==> src/rtl/asansor_scheduler.sv <==
// Three-floor elevator call scheduler and car motion controller.
// Build option: define ASANSOR_SCAN_EN for SCAN direction policy (default is nearest-first).
module asansor_scheduler #(
    parameter int unsigned MOVE_CYCLES = 8,
    parameter int unsigned DOOR_CYCLES = 4
) (
    input  logic       i_clk,
    input  logic       i_rst,
    input  logic [2:0] i_call,
    output logic [1:0] o_floor,
    output logic [1:0] o_dir,
    output logic       o_door,
    output logic [2:0] o_pending,
    output logic [1:0] o_led
);
    typedef enum logic [1:0] {
        ST_IDLE      = 2'd0,
        ST_MOVE_UP   = 2'd1,
        ST_MOVE_DOWN = 2'd2,
        ST_DOOR      = 2'd3
    } state_t;

    localparam logic [7:0] MOVE_LOAD = 8'(MOVE_CYCLES - 1);
    localparam logic [7:0] DOOR_LOAD = 8'(DOOR_CYCLES - 1);

    state_t     state_r, state_s;
    logic [7:0] timer_r, timer_s;
    logic [1:0] floor_r, floor_s;
    logic [2:0] pending_r, pending_s;
    logic       door_r;
    logic [2:0] set_s, clr_s;
    logic [1:0] next_floor_s;
    logic       up_ahead_s, down_ahead_s, go_up_s;
`ifdef ASANSOR_SCAN_EN
    logic       last_up_r, last_up_s;
`endif

    function automatic logic [2:0] onehot(input logic [1:0] f);
        case (f)
            2'd0:    onehot = 3'b001;
            2'd1:    onehot = 3'b010;
            2'd2:    onehot = 3'b100;
            default: onehot = 3'b000;
        endcase
    endfunction

    function automatic logic [2:0] above_mask(input logic [1:0] f);
        case (f)
            2'd0:    above_mask = 3'b110;
            2'd1:    above_mask = 3'b100;
            default: above_mask = 3'b000;
        endcase
    endfunction

    function automatic logic [2:0] below_mask(input logic [1:0] f);
        case (f)
            2'd1:    below_mask = 3'b001;
            2'd2:    below_mask = 3'b011;
            default: below_mask = 3'b000;
        endcase
    endfunction

    // State, timer, floor and pending-set registers.
    always_ff @(posedge i_clk) begin
        if (i_rst) begin
            state_r   <= ST_IDLE;
            timer_r   <= 8'd0;
            floor_r   <= 2'd0;
            pending_r <= 3'b000;
            door_r    <= 1'b0;
`ifdef ASANSOR_SCAN_EN
            last_up_r <= 1'b1;
`endif
        end else begin
            state_r   <= state_s;
            timer_r   <= timer_s;
            floor_r   <= floor_s;
            pending_r <= pending_s;
            door_r    <= (state_s == ST_DOOR);
`ifdef ASANSOR_SCAN_EN
            last_up_r <= last_up_s;
`endif
        end
    end

    // Next-state, timer and pending-set update.
    always_comb begin
        state_s      = state_r;
        timer_s      = timer_r;
        floor_s      = floor_r;
        clr_s        = 3'b000;
        next_floor_s = floor_r;
        up_ahead_s   = |(pending_r & above_mask(floor_r));
        down_ahead_s = |(pending_r & below_mask(floor_r));
`ifdef ASANSOR_SCAN_EN
        last_up_s    = last_up_r;
        go_up_s      = last_up_r ? up_ahead_s : !down_ahead_s;
`else
        // With three floors a tie only happens at floor 1, and the lower floor wins.
        go_up_s      = up_ahead_s && !down_ahead_s;
`endif
        // A call at the open-door floor only extends the door, it is never latched.
        if (state_r == ST_DOOR) begin
            set_s = i_call & ~onehot(floor_r);
        end else begin
            set_s = i_call;
        end
        case (state_r)
            ST_IDLE: begin
                if (|(pending_r & onehot(floor_r))) begin
                    state_s = ST_DOOR;
                    clr_s   = onehot(floor_r);
                    timer_s = DOOR_LOAD;
                end else if (|pending_r) begin
                    state_s = go_up_s ? ST_MOVE_UP : ST_MOVE_DOWN;
                    timer_s = MOVE_LOAD;
`ifdef ASANSOR_SCAN_EN
                    last_up_s = go_up_s;
`endif
                end else begin
                    state_s = ST_IDLE;
                end
            end
            ST_MOVE_UP, ST_MOVE_DOWN: begin
                if (timer_r != 8'd0) begin
                    timer_s = timer_r - 8'd1;
                end else begin
                    if (state_r == ST_MOVE_UP) begin
                        next_floor_s = (floor_r != 2'd2) ? floor_r + 2'd1 : floor_r;
                    end else begin
                        next_floor_s = (floor_r != 2'd0) ? floor_r - 2'd1 : floor_r;
                    end
                    floor_s = next_floor_s;
                    if (|(pending_r & onehot(next_floor_s))) begin
                        state_s = ST_DOOR;
                        clr_s   = onehot(next_floor_s);
                        timer_s = DOOR_LOAD;
                    end else if ((state_r == ST_MOVE_UP) ?
                                 |(pending_r & above_mask(next_floor_s)) :
                                 |(pending_r & below_mask(next_floor_s))) begin
                        timer_s = MOVE_LOAD;
                    end else begin
                        state_s = ST_IDLE;
                    end
                end
            end
            ST_DOOR: begin
                if (i_call[floor_r]) begin
                    timer_s = DOOR_LOAD;
                end else if (timer_r != 8'd0) begin
                    timer_s = timer_r - 8'd1;
                end else begin
                    state_s = ST_IDLE;
                end
            end
            default: begin
                state_s = ST_IDLE;
                timer_s = 8'd0;
            end
        endcase
        pending_s = (pending_r | set_s) & ~clr_s;
    end

    // Output decode from registers.
    always_comb begin
        o_floor   = floor_r;
        o_led     = floor_r;
        o_door    = door_r;
        o_pending = pending_r;
        case (state_r)
            ST_MOVE_UP:   o_dir = 2'b01;
            ST_MOVE_DOWN: o_dir = 2'b10;
            default:      o_dir = 2'b00;
        endcase
    end
endmodule

==> config.mk <==
export PLATFORM = sky130hd
export DESIGN_NAME = asansor_scheduler
export DESIGN_NICKNAME = d
export VERILOG_FILES = /design/src/rtl/asansor_scheduler.sv
export SDC_FILE = /design/constraint.sdc
export NUM_CORES = 1
export LEC_CHECK = 0
export ABC_CLOCK_PERIOD_IN_PS = 3000
export CAP_MARGIN = 20
export CORE_MARGIN = 2
export CORE_UTILIZATION = 40
export DETAILED_ROUTE_END_ITERATION = 10
export DONT_BUFFER_PORTS = 1
export PLACE_DENSITY = 0.55
export SYNTH_ARGS = -nofsm -noshare
export SYNTH_HDL_FRONTEND = slang
export SYNTH_SLANG_ARGS = --single-unit
==> constraint.sdc <==
create_clock -name i_clk -period 3 [get_ports i_clk]
set_input_delay 0.15 -clock i_clk [delete_from_list [all_inputs] [get_ports i_clk]]
set_output_delay 0.15 -clock i_clk [all_outputs]
set_load 0.02 [all_outputs]
==> metrics.txt <==
status=completed; Die Y=between 60 and 70 um; # Max-Cap Violations=0; Synthesized Nets=roughly 170; sequential share of power=23.5%; Final setup viols=0; First DRT Iteration DRCs=99; Slew Limit Fails=0; Tot GR Track Use=approximately a fifth; Slew HR=64.1%; CTS tree=yes; Ports=15; sequential share of the synthesized area=24.6%; FF-to-FF Start=state_r[0]; final hold vios=0; clock group share of total power=approximately 7.4%; Inst Count DP=between 150 and 200; skew final=roughly 0.0028 ns; die width=approximately 60 um; Pwr Density=around 1200 nW/um2; ant diodes=0; total gr overflow=0; Critical Path, Cell by Cell=ha_1 > mux2_2 > inv_1 > ha_1 > o21ai_0 > a31oi_1 > or3_4 > nand3_1 > o32ai_1; DRC errors left=0; TritonCTS buffer count=3; Post-synth EDFFs=0; slowest CP cell=dfxtp_1; worst skew pair latency=between 0.2 and 0.3 ns; crit path from=state_r[0]; PortBufs=0; Worst EP required=around 3.2 ns; Final min period=2.73 ns; critical path class=flip-flop to flip-flop; CP Buf/Inv Count=1; CP endpoint kind=flip-flop; layout cells sized above 1=between 10% and 20%; Post-Layout Cell Count=between 150 and 200; Core Rows=20; ys async rst share=0%; DRT Wirelength=3.41 mm; CORE AREA=around 3000 um2; Distinct cells, synth=47; Sw Ratio=approximately 54%; post-synthesis cell area=roughly 1300 um2; YS warnings=0; final core utilization=44.8%; largest fanout on the critical path=6; Logic pwr share=between 60% and 70%; Nets=173; Yosys top cell by area=dfxtp_1; Initial Util=42.3%; clk root buf=clkbuf_4; CP Launch Type=flip-flop; Via density=roughly 6.4; CTS sink cnt=16; RSZ-0062 raised after global routing=false; vias in the first global route=about 1200; antenna violations before repair=0; Synth Flop Type=dfxtp_1; fmax=~0.37 GHz; post-route ant nets=0; clock tree buffer depth=2; Overall Power=about 1.6 mW; wire length per cell=around 18 um; TritonRoute pass-1 iters=4; area of the multi-input gates=just under 900 um2; Mapped Avg Cell Area=approximately 8.8 um2; largest net degree at the start of global routing=12; CP peak stage delay=0.43 ns; CP top delay family=compound AO/OA/AOI/OAI gates; switching power total=a little under 900 uW; top area cells in the synthesized netlist=dfxtp_1 (25%), ha_1 (15%), a211oi_1 (5.8%); HPWL Detailed=around 2.6 mm; total negative setup slack=0 ns; first-pass GRT wire length=between 5 and 6 mm; die area=around 3700 um2; Peak VDD IR=about 0.49 mV; P_int=758 uW; crit share post-route=between 90% and 100%; synth cell count leaders=dfxtp_1 (16), ha_1 (16), inv_1 (14); Fillers=between 300 and 400; Arrival @ worst endpoint=approximately 3 ns; CP most frequent cell=ha_1; H-tree level count=1; top-area cell type share of the netlist area=~25%; cells after synthesis=~150; clk slew on worst S/H paths=~0.1 ns; flops & latches, synth=16; Slew @ Worst Pin=around 0.54 ns; Placer Congestion=0.808; LEAKAGE=about 0.5 nW; Seq. cell area=320 um2; Layout area overhead=5.87%; Worst Hold Class=primary input to flip-flop; DR vias=approximately 1200; HP Start=i_rst
==> state kept, by name, indices dropped and copies added (netlist names) <==
signal and cells:
timer_r 8, o_pending 3, o_floor 2, state_r 2, o_door 1
==> area by class of cell <==
| class | count | share of cell area, % |
|---|---|---|
| multi-input combinational | 113 | 64.9 |
| sequential | 16 | 23.3 |
| tap | 44 | 4.00 |
| inverter | 14 | 3.81 |
| timing repair buffer | 4 | 2.36 |
| clock buffer | 3 | 1.63 |
==> cells in the final DEF, fill, tap and decap left out, types with 2 or more instances in the layout <==
| cell | n |
|---|---|
| or3_1 | 4 |
| nand3_1 | 2 |
| a22oi_1 | 4 |
| o211ai_1 | 2 |
| or3_4 | 2 |
| o32ai_1 | 4 |
| a21boi_0 | 3 |
| a211oi_1 | 10 |
| o21ai_0 | 6 |
| nand2_1 | 10 |
| dfxtp_1 | 16 |
| inv_1 | 14 |
| ha_1 | 16 |
| o21a_1 | 2 |
| buf_4 | 3 |
| clkbuf_4 | 3 |
| or4_1 | 2 |
| a311oi_1 | 3 |
| a31oi_1 | 3 |
| mux2_2 | 2 |
| nor2_1 | 7 |
| a21oi_1 | 6 |
| o221a_2 | 3 |
==> stage by stage <==
step / hold slack, ns / instance area (um2) / setup slack, ns
global placement: 0.229 / 1350 / 0.344
global route: 0.0167 / 1380 / 0.0410
floorplan: 0.253 / 1300 / 0.228
CTS: 0.0414 / 1380 / 0.259
detailed placement: 0.227 / 1350 / 0.292
finish: 0.0419 / 1380 / 0.266
==> logic make-up (layout without fill, tap and decap cells) <==
family | count (synthesis) | count (layout) | share of synthesized area, %
buffers and inverters | 19 | 21 | 6.63
adders and majority gates | 16 | 16 | 15.4
DFF | 16 | 16 | 24.6
and+or+nand+nor | 36 | 36 | 16.9
AOI/OAI and AO/OA | 58 | 58 | 33.9
muxes | 3 | 3 | 2.50
==> routing by layer <==
| metal | routed length, um | vias up | global-route usage [%] |
|---|---|---|---|
| met5 | 0 | - | 0 |
| met2 | 1650 | 35 | 32.8 |
| met1 | 1530 | 612 | 26.6 |
| met4 | 71 | 0 | 9.32 |
| li1 | - | 575 | - |
| met3 | 162 | 10 | 4.20 |
==> power groups by stage <==
stage	Sequential (mW)	Combinational, mW	Clock [mW]
2_1_floorplan	0.393	0.853	0
3_3_place_gp	0.389	1.08	0
3_5_place_dp	0.387	1.11	0
4_1_cts	0.381	1.11	0.123
5_1_grt	0.395	1.24	0.138
6_report	0.383	1.13	0.120
==> timing repair <==
action                                 CTS  global route
setup buffers                            0             0
resized for setup                        0             0
endpoints found under the hold margin   11             0
hold buffers                             1             0
==> path summary, 6_finish.rpt <==
check                                   to  depth (start not counted)  slack [ns]
worst min-delay path            timer_r[6]                          2        0.04
worst max-delay path            timer_r[6]                          9        0.27
worst max register to register  timer_r[6]                          9        0.27
worst min register to register  timer_r[7]                          2        0.52
Power figures use the tool's default switching activity.
